## config.mk

```make
export PLATFORM = sky130hd
export DESIGN_NAME = midi_note_tx
export DESIGN_NICKNAME = d
export VERILOG_FILES = /design/src/rtl/midi_note_tx.sv
export SDC_FILE = /design/constraint.sdc
export NUM_CORES = 1
export LEC_CHECK = 0
export CORE_ASPECT_RATIO = 0.7
export CORE_UTILIZATION = 58
export CTS_CLUSTER_DIAMETER = 100
export DETAILED_ROUTE_END_ITERATION = 16
export GPL_ROUTABILITY_DRIVEN = 0
export GPL_TIMING_DRIVEN = 0
export PLACE_DENSITY = 0.84
export SETUP_SLACK_MARGIN = 0.5
export SLEW_MARGIN = 20
export SYNTH_ARGS = -nofsm -noshare
export SYNTH_HDL_FRONTEND = slang
export SYNTH_SLANG_ARGS = --single-unit
```

## constraint.sdc

```tcl
create_clock -name clk -period 4.2 [get_ports clk]
set_input_delay 0.84 -clock clk [delete_from_list [all_inputs] [get_ports clk]]
set_output_delay 0.84 -clock clk [all_outputs]
set_load 0.01 [all_outputs]
```

## src/rtl/midi_note_tx.sv

```systemverilog
// midi_note_tx: turns note events into 3-byte MIDI Note On/Off messages and
// sends them on a MIDI OUT line (8N1, LSB first, CLKS_PER_BIT clocks per bit).
// The bit-timing serializer is built in, so no external uart core is needed.
//
// Optional build macro: MIDI_RUNNING_STATUS_EN
//   When it is defined, the block remembers the last status byte it sent. An
//   event whose status matches that byte is sent as two bytes (data1, data2),
//   and the status byte is skipped.
//   When it is undefined, every message carries its status byte.
//
// resetq is a synchronous, active-high reset. Asserting it during a message
// aborts the message at once and returns tx high on the same edge.

module midi_note_tx #(
  parameter int         CLKS_PER_BIT         = 384,
  parameter logic [3:0] DEFAULT_CHANNEL_MASK = 4'hF
) (
  input  logic       clk,
  input  logic       resetq,
  input  logic       in_valid,
  output logic       in_ready,
  input  logic       note_on,
  input  logic [3:0] channel,
  input  logic [6:0] note,
  input  logic [6:0] velocity,
  output logic       tx,
  output logic       busy
);

  localparam int TW = (CLKS_PER_BIT > 1) ? $clog2(CLKS_PER_BIT) : 1;
  localparam logic [TW-1:0] TIMER_LAST = TW'(CLKS_PER_BIT - 1);

  typedef enum logic [1:0] {
    IDLE  = 2'd0,
    START = 2'd1,
    DATA  = 2'd2,
    STOP  = 2'd3
  } state_t;

  state_t        state_q, state_d;
  logic [TW-1:0] timer_q;
  logic [2:0]    bit_q, bit_d;
  logic [1:0]    byte_q, byte_d;
  logic [7:0]    status_q, data1_q, data2_q;
  logic          armed_q;
  logic          tx_q, tx_d;
  logic          tick;
  logic          accept;
  logic [7:0]    status_in;
  logic [1:0]    start_idx;
  logic [7:0]    cur_byte;

  // Status byte 0x8n (note off) or 0x9n (note on), with the channel masked.
  assign status_in = {3'b100, note_on, channel & DEFAULT_CHANNEL_MASK};
  assign tick      = (timer_q == TIMER_LAST);
  assign accept    = in_valid && in_ready;

`ifdef MIDI_RUNNING_STATUS_EN
  logic [7:0] last_status_q;
  logic       last_valid_q;

  // When the status matches the last one sent, start at data1.
  assign start_idx = (last_valid_q && (last_status_q == status_in)) ? 2'd1 : 2'd0;

  // Running-status memory: reset invalidates it, and every accepted event updates it.
  always_ff @(posedge clk) begin
    if (resetq) begin
      last_valid_q  <= 1'b0;
      last_status_q <= 8'h00;
    end else if (accept) begin
      last_valid_q  <= 1'b1;
      last_status_q <= status_in;
    end
  end
`else
  assign start_idx = 2'd0;
`endif

  // State register: reset has priority and aborts any message in flight.
  always_ff @(posedge clk) begin
    // NOTE: sequential state is updated only with non-blocking assignments, so
    // every register in this file samples values from before the edge.
    if (resetq) state_q <= IDLE;
    else        state_q <= state_d;
  end

  // Next-state logic: frame sequencing plus the bit and byte indices.
  always_comb begin
    // NOTE: every signal gets a default first, so no path through the case
    // leaves a signal unassigned and no latch is inferred.
    state_d = state_q;
    bit_d   = bit_q;
    byte_d  = byte_q;
    unique case (state_q)
      IDLE: begin
        if (accept) begin
          state_d = START;
          byte_d  = start_idx;
          bit_d   = 3'd0;
        end
      end
      START: begin
        if (tick) begin
          state_d = DATA;
          bit_d   = 3'd0;
        end
      end
      DATA: begin
        if (tick) begin
          bit_d = bit_q + 3'd1;
          if (bit_q == 3'd7) state_d = STOP;
        end
      end
      STOP: begin
        if (tick) begin
          if (byte_q < 2'd2) begin
            byte_d  = byte_q + 2'd1;
            state_d = START;
          end else begin
            state_d = IDLE;
          end
        end
      end
      default: state_d = IDLE;
    endcase
  end

  // Output logic: handshake and busy flags, and the next line level for tx.
  always_comb begin
    busy     = (state_q != IDLE);
    in_ready = (state_q == IDLE) && armed_q;
    unique case (byte_d)
      2'd0:    cur_byte = status_q;
      2'd1:    cur_byte = data1_q;
      default: cur_byte = data2_q;
    endcase
    unique case (state_d)
      START:   tx_d = 1'b0;
      DATA:    tx_d = cur_byte[bit_d];
      default: tx_d = 1'b1;
    endcase
  end

  // Bit timer, indices, ready arming and the registered tx line.
  always_ff @(posedge clk) begin
    if (resetq) begin
      timer_q <= '0;
      bit_q   <= 3'd0;
      byte_q  <= 2'd0;
      armed_q <= 1'b0;
      tx_q    <= 1'b1;
    end else begin
      timer_q <= (state_q == IDLE || tick) ? '0 : timer_q + TW'(1);
      bit_q   <= bit_d;
      byte_q  <= byte_d;
      armed_q <= 1'b1;
      tx_q    <= tx_d;
    end
  end

  // Message payload, captured when an event is accepted.
  always_ff @(posedge clk) begin
    // NOTE: the payload registers have no reset. They are read only after an
    // accept has loaded them, so resetting them would add logic and no safety.
    if (accept) begin
      status_q <= status_in;
      data1_q  <= {1'b0, note};
      data2_q  <= {1'b0, velocity};
    end
  end

  assign tx = tx_q;

endmodule

```

After elaboration in Yosys (flattened, before gate mapping). Index checks and enable logic that the tools add are counted.

Mux-type cells: 20. Bitwise logic cells: 0. Reduce and logical (&&, ||, !) cells: 7. Order comparisons: 2. Add/sub/neg operators: 3. Divide/modulo/power cells: 0. Multipliers: 0. Shift operators: 0. Equality and inequality tests: 8.

Operators by type and width (count): $mux W2 (8); $pmux W8 S2 (1); $add A9 B1 Y9 const B (1); $eq A9 B9 Y1 const B (1); $mux W3 (3); $pmux W3 S3 (1); $pmux W2 S4 (1); $eq A2 B1 Y1 const B (3); $eq A2 B2 Y1 const B (3); $logic_not A2 Y1 (2); $lt A3 B4 Y1 const B (1); $pmux W2 S2 (1); $add A3 B1 Y3 const B (1); $bmux W1 S3 (1); $eq A3 B3 Y1 const B (1); $mux W1 (3); $add A2 B1 Y2 const B (1); $logic_and A1 B1 Y1 (2); $lt A2 B2 Y1 const B (1); $pmux W1 S2 (1); $reduce_bool A2 Y1 (1); $reduce_or A2 Y1 (1); $logic_or A1 B1 Y1 (1).

Memories kept: 0. Memory bits (writable): 0. Output and inout port bits: 3. Input port bits: 22. ROM bits: 0. Bits in registers: 37. Bits in latches: 0. Logic and storage cells: 49.

Depth between registers and ports, before layout.
Depth after elaboration: 10. Depth in mapped cells: 13. Gate-level depth less buffers: 12.

Least setup slack after synthesis. OpenSTA, ideal clock, no wires.

Path kind: flip-flop to flip-flop. From: register timer_q[0]. To: register tx_q, in the netlist tx. Period minus slack after synthesis: 2.629 ns. Data arrival time: 2.502 ns. Required time: 4.073 ns. Library setup time: 0.127 ns. Path buffers: 1. Stages on the path, launching flop included: 14. Setup slack: 1.571 ns. Path through: dfxtp_1 > ha_1 > nand4b_4 > nor2_4 > inv_2 > ha_1 > nand2b_1 > a21o_1 > and2_1 > buf_4 > a211oi_2 > o21ai_1 > a311oi_1 > a211oi_1.

Word-level cells in the longest chain between the ends: 8. Elaborated cells between the ends (all ways): 18. Classes of those cells: eq/ne (4); mux (13); reduce/logical (1).

RTL lines: start: declaration (RTL line 41) `logic [TW-1:0] timer_q;`; start signal: assignment (RTL line 153) `timer_q <= (state_q == IDLE || tick) ? '0 : timer_q + TW'(1);`; $eq A9 B9 Y1 (*) (RTL line 55) `assign tick = (timer_q == TIMER_LAST);`; $mux W2 (RTL line 115) `if (tick) begin`; $pmux W2 S2 (RTL line 94) `unique case (state_q)`; $eq A2 B1 Y1 or $logic_not A2 Y1 (tied branches) (RTL line 132) `unique case (byte_d)`; $pmux W8 S2 (RTL line 132); $bmux W1 S3 (RTL line 139) `DATA: tx_d = cur_byte[bit_d];`; $mux W1 (not written as such) (RTL line 139); $pmux W1 S2 (*) (RTL line 137) `unique case (state_d)`; end signal: assignment (RTL line 157) `tx_q <= tx_d;`; end: declaration (RTL line 46) `logic tx_q, tx_d;`.

Mark *: on every way between the ends. The rest lies on a longest branch, timed or not. The select of a mux whose other input is x is not followed. A chain may end at the register's enable or synchronous reset.

Final worst setup path. Same ends and word-level chain as after synthesis.

==> metrics.csv <==
stage;metric;value;unit
timing;min_period;3.09;ns
clock_network;cts_tree;yes;
clock_network;cts_root_buffer;clkbuf_8;
timing;fmax;0.324;GHz
place;post_dp_cell_area;2140;um2
logic_synthesis;synth.top_cell.area_share;30.5;%
layout;post-route-util;76.6;%
layout;register_area;931;um2
timing;fin_tns_setup;0;ns
clock_network;post_cts_buffers;0;
timing;worst_pin_slew;0.936;ns
global_routing;grt-ovfl-total;0;
logic_synthesis;synth_area;1870;um2
logic_synthesis;yosysTopAreaCell;edfxtp_1;
clock_network;cts_resized;0;
floorplanning;die_h;49.5;um
logic_synthesis;syn-num-nets;209;
power;p_switching;0.157;mW
logic_synthesis;synth_xor_area_share;3.28;%
global_routing;track_usage;25.6;%
route;vias;1435;
route;post_drt_via_cell_ratio;5.86;
global_routing;antenna_found_initial;0;
setup_path;reg2reg_to;tx$_SDFF_PP1_;
power;power_density;318;nW/um2
logic_synthesis;ys_ff_latch;37;
timing;hold_viol;0;
setup_path;reg2reg_from;timer_q[0]$_SDFF_PP0_;
route;drc;0;
route;finalWirelength;3910;um
logic_synthesis;synth-simple-area-share;21.2;%
logic_synthesis;ys_types;48;
place;hpwlAfterDp;2940;um
setup_path;crit_path_end_kind;flip-flop;
floorplanning;start_util;64.0;%
route;dr.pass1.iters;4;
min_path;holdPathEnd;timer_q[0]$_SDFF_PP0_;
logic_synthesis;async_reset_ff_share;0;%
global_routing;grt_pass1_vias;1384;
logic_synthesis;synth_top_family_by_area;simple AND/OR/NAND/NOR gates;
floorplanning;die_w;69.9;um
floorplanning;core;2920;um2
logic_synthesis;synth_most_common_cell;nor2_1;
global_routing;grt_max_degree;22;
logic_synthesis;synth-seq-area-share;49.8;%
min_path;holdPathStages;1;
power;pwr-share-seq;55.8;%
power;p_leak;0.853;nW
power;p_total;0.712;mW
route;drtIter0Drc;164;
logic_synthesis;netlist_top_cells_count;25 x nor2_1, 19 x edfxtp_1, 18 x dfxtp_1;
power;switching_share;22.0;%
setup_path;critPathRequiredTime;4.37;ns
layout;fill_cells;193;
power;clockPowerShare;36.5;%
layout;multi_input_area;868;um2
logic_synthesis;synthMuxAreaShare;1.61;%
floorplanning;io_pins;25;
clock_network;cts_hold_buf;0;
setup_path;critPathMaxFanout;9;
logic_synthesis;avgSynthCellArea;10.5;um2
logic_synthesis;synth-adder-area-share;6.02;%
setup_path;reg2reg_depth;13;
timing;setup_viol;0;
power;combinationalPowerShare;7.7;%
min_path;hp-start;timer_q[0]$_SDFF_PP0_;
setup_path;cp.arrival;3.26;ns
setup_path;worstSetupStartpointType;flip-flop;
power;ir_drop;0.318;mV
clock_network;h-tree-depth;2;
power;internal_power;0.555;mW
layout;nets;239;
setup_path;rrSetupSlack;1.11;ns
route;final_antenna_net_count;0;
timing;slew_viol_final;0;
floorplanning;die_area;3460;um2
clock_network;path_clk_slew;0.07;ns
min_path;worstHoldPathType;flip-flop to flip-flop;
place;io_buffers;23;
logic_synthesis;synth-compound-area-share;14.4;%
logic_synthesis;synth_cells;178;
timing;rsz0062_at_grt;no;
layout;design_area;2240;um2
run;drv_cap;0;
logic_synthesis;synth_edf_count;19;
logic_synthesis;synth_area_leaders;edfxtp_1 31%, dfxtp_1 19%, ha_1 6.0%;
run_status;outcome;finished, final reports clean;
floorplanning;num_rows;16;
timing;relSlewSlack;37.6;%
logic_synthesis;yosys_warnings;0;
layout;insertedDiodeCount;0;
layout;drive_gt1_share;10.5;%
logic_synthesis;synthFlopType;edfxtp_1;
clock_network;cts.sinks;37;
timing;clock_skew;0.00649;ns
clock_network;cts_buffer_depth;2;
setup_path;critPathKind;flip-flop to flip-flop;
route;wire_per_inst;16.0;um
global_routing;grt_pass1_wl;6680;um
clock_network;numCtsBuffers;5;
timing;finalCritPeriodShare;73.6;%
layout;area_growth;19.7;%
clock_network;insertion_delay;0.30;ns
flip-flops by register name, indices dropped and copies added, names as in the netlist:
signal,flops
timer_q,9
data1_q,7
data2_q,7
status_q,5
bit_q,3
byte_q,2
state_q,2
armed_q,1
tx,1
area by class of cell:
cell class | count | area share [%]
Buffer | 6 | 1.62
Timing Repair Buffer | 23 | 10.3
Sequential cell | 37 | 41.6
Clock buffer | 7 | 3.86
Tap cell | 36 | 2.01
Multi-Input combinational cell | 126 | 38.8
Clock inverter | 1 | 0.335
Inverter | 9 | 1.51
per-stage QoR:
stage / cells / setup WS [ns] / hold slack, ns
after CTS: 245 / 1.12 / 0.504
after global routing: 245 / 0.858 / 0.537
after floorplan: 178 / 1.57 / 0.442
final: 245 / 1.11 / 0.500
after global placement: 237 / 1.23 / 0.466
after detailed placement: 237 / 1.13 / 0.487
power by group through the flow:
stage / clock, mW / combinational (mW) / sequential [mW]
3_5_place_dp: 0 / 0.0544 / 0.405
6_report: 0.260 / 0.0551 / 0.397
2_1_floorplan: 0 / 0.0241 / 0.404
3_3_place_gp: 0 / 0.0512 / 0.404
4_1_cts: 0.261 / 0.0549 / 0.397
5_1_grt: 0.280 / 0.0601 / 0.398
cells in the final DEF, fill, tap and decap left out, drive strengths merged, types with 2 or more instances in the layout:
master	instances
and2	3
inv	9
a2111oi	2
o211a	3
nand2	14
buf	3
o21ai	7
xor2	6
o211ai	5
and3	4
nand3	12
dfxtp	18
nor3	2
nand4	4
a21o	2
clkdlybuf4s50	23
nor2	26
mux2i	3
edfxtp	19
a31oi	2
a21oi	4
clkbuf	10
ha	9
a211oi	2
a21boi	4
per-layer routing:
metal	GRT usage, %	share of wire [%]	routed length [um]
met5	0	0	0
met4	6.00	0.97	38
met3	9.20	7.0	273
met2	41.8	47	1850
met1	32.9	45	1750
critical path, cell delays in order, from the launching register on:
cell	delay (ns)
dfxtp_1	0.41
ha_1	0.36
nand4b_4	0.18
nor2_4	0.17
inv_2	0.10
ha_1	0.28
nand2b_1	0.14
a21o_1	0.22
and2_1	0.15
buf_4	0.17
a2111oi_0	0.46
a31oi_1	0.11
a21oi_1	0.16
a211oi_1	0.06
cells by family (layout without fill, tap and decap cells):
family,after synthesis,count (layout)
flops,37,37
mux,3,3
buf+inv,15,46
simple gates,72,72
xor+xnor,7,7
compound gates,35,35
fa+ha+maj,9,9
how the worst max path moves through the flow:
stage	from	to	slack (ns)	cells after the start
floorplan	timer_q[0]$_SDFF_PP0_	tx$_SDFF_PP1_	1.57	13
detailed placement	in_valid	tx$_SDFF_PP1_	1.13	8
global placement	in_valid	tx$_SDFF_PP1_	1.23	8
finish	timer_q[0]$_SDFF_PP0_	tx$_SDFF_PP1_	1.11	13
global route	timer_q[0]$_SDFF_PP0_	tx$_SDFF_PP1_	0.86	13
CTS	timer_q[0]$_SDFF_PP0_	tx$_SDFF_PP1_	1.12	13
(Power assumes the default switching activity.)
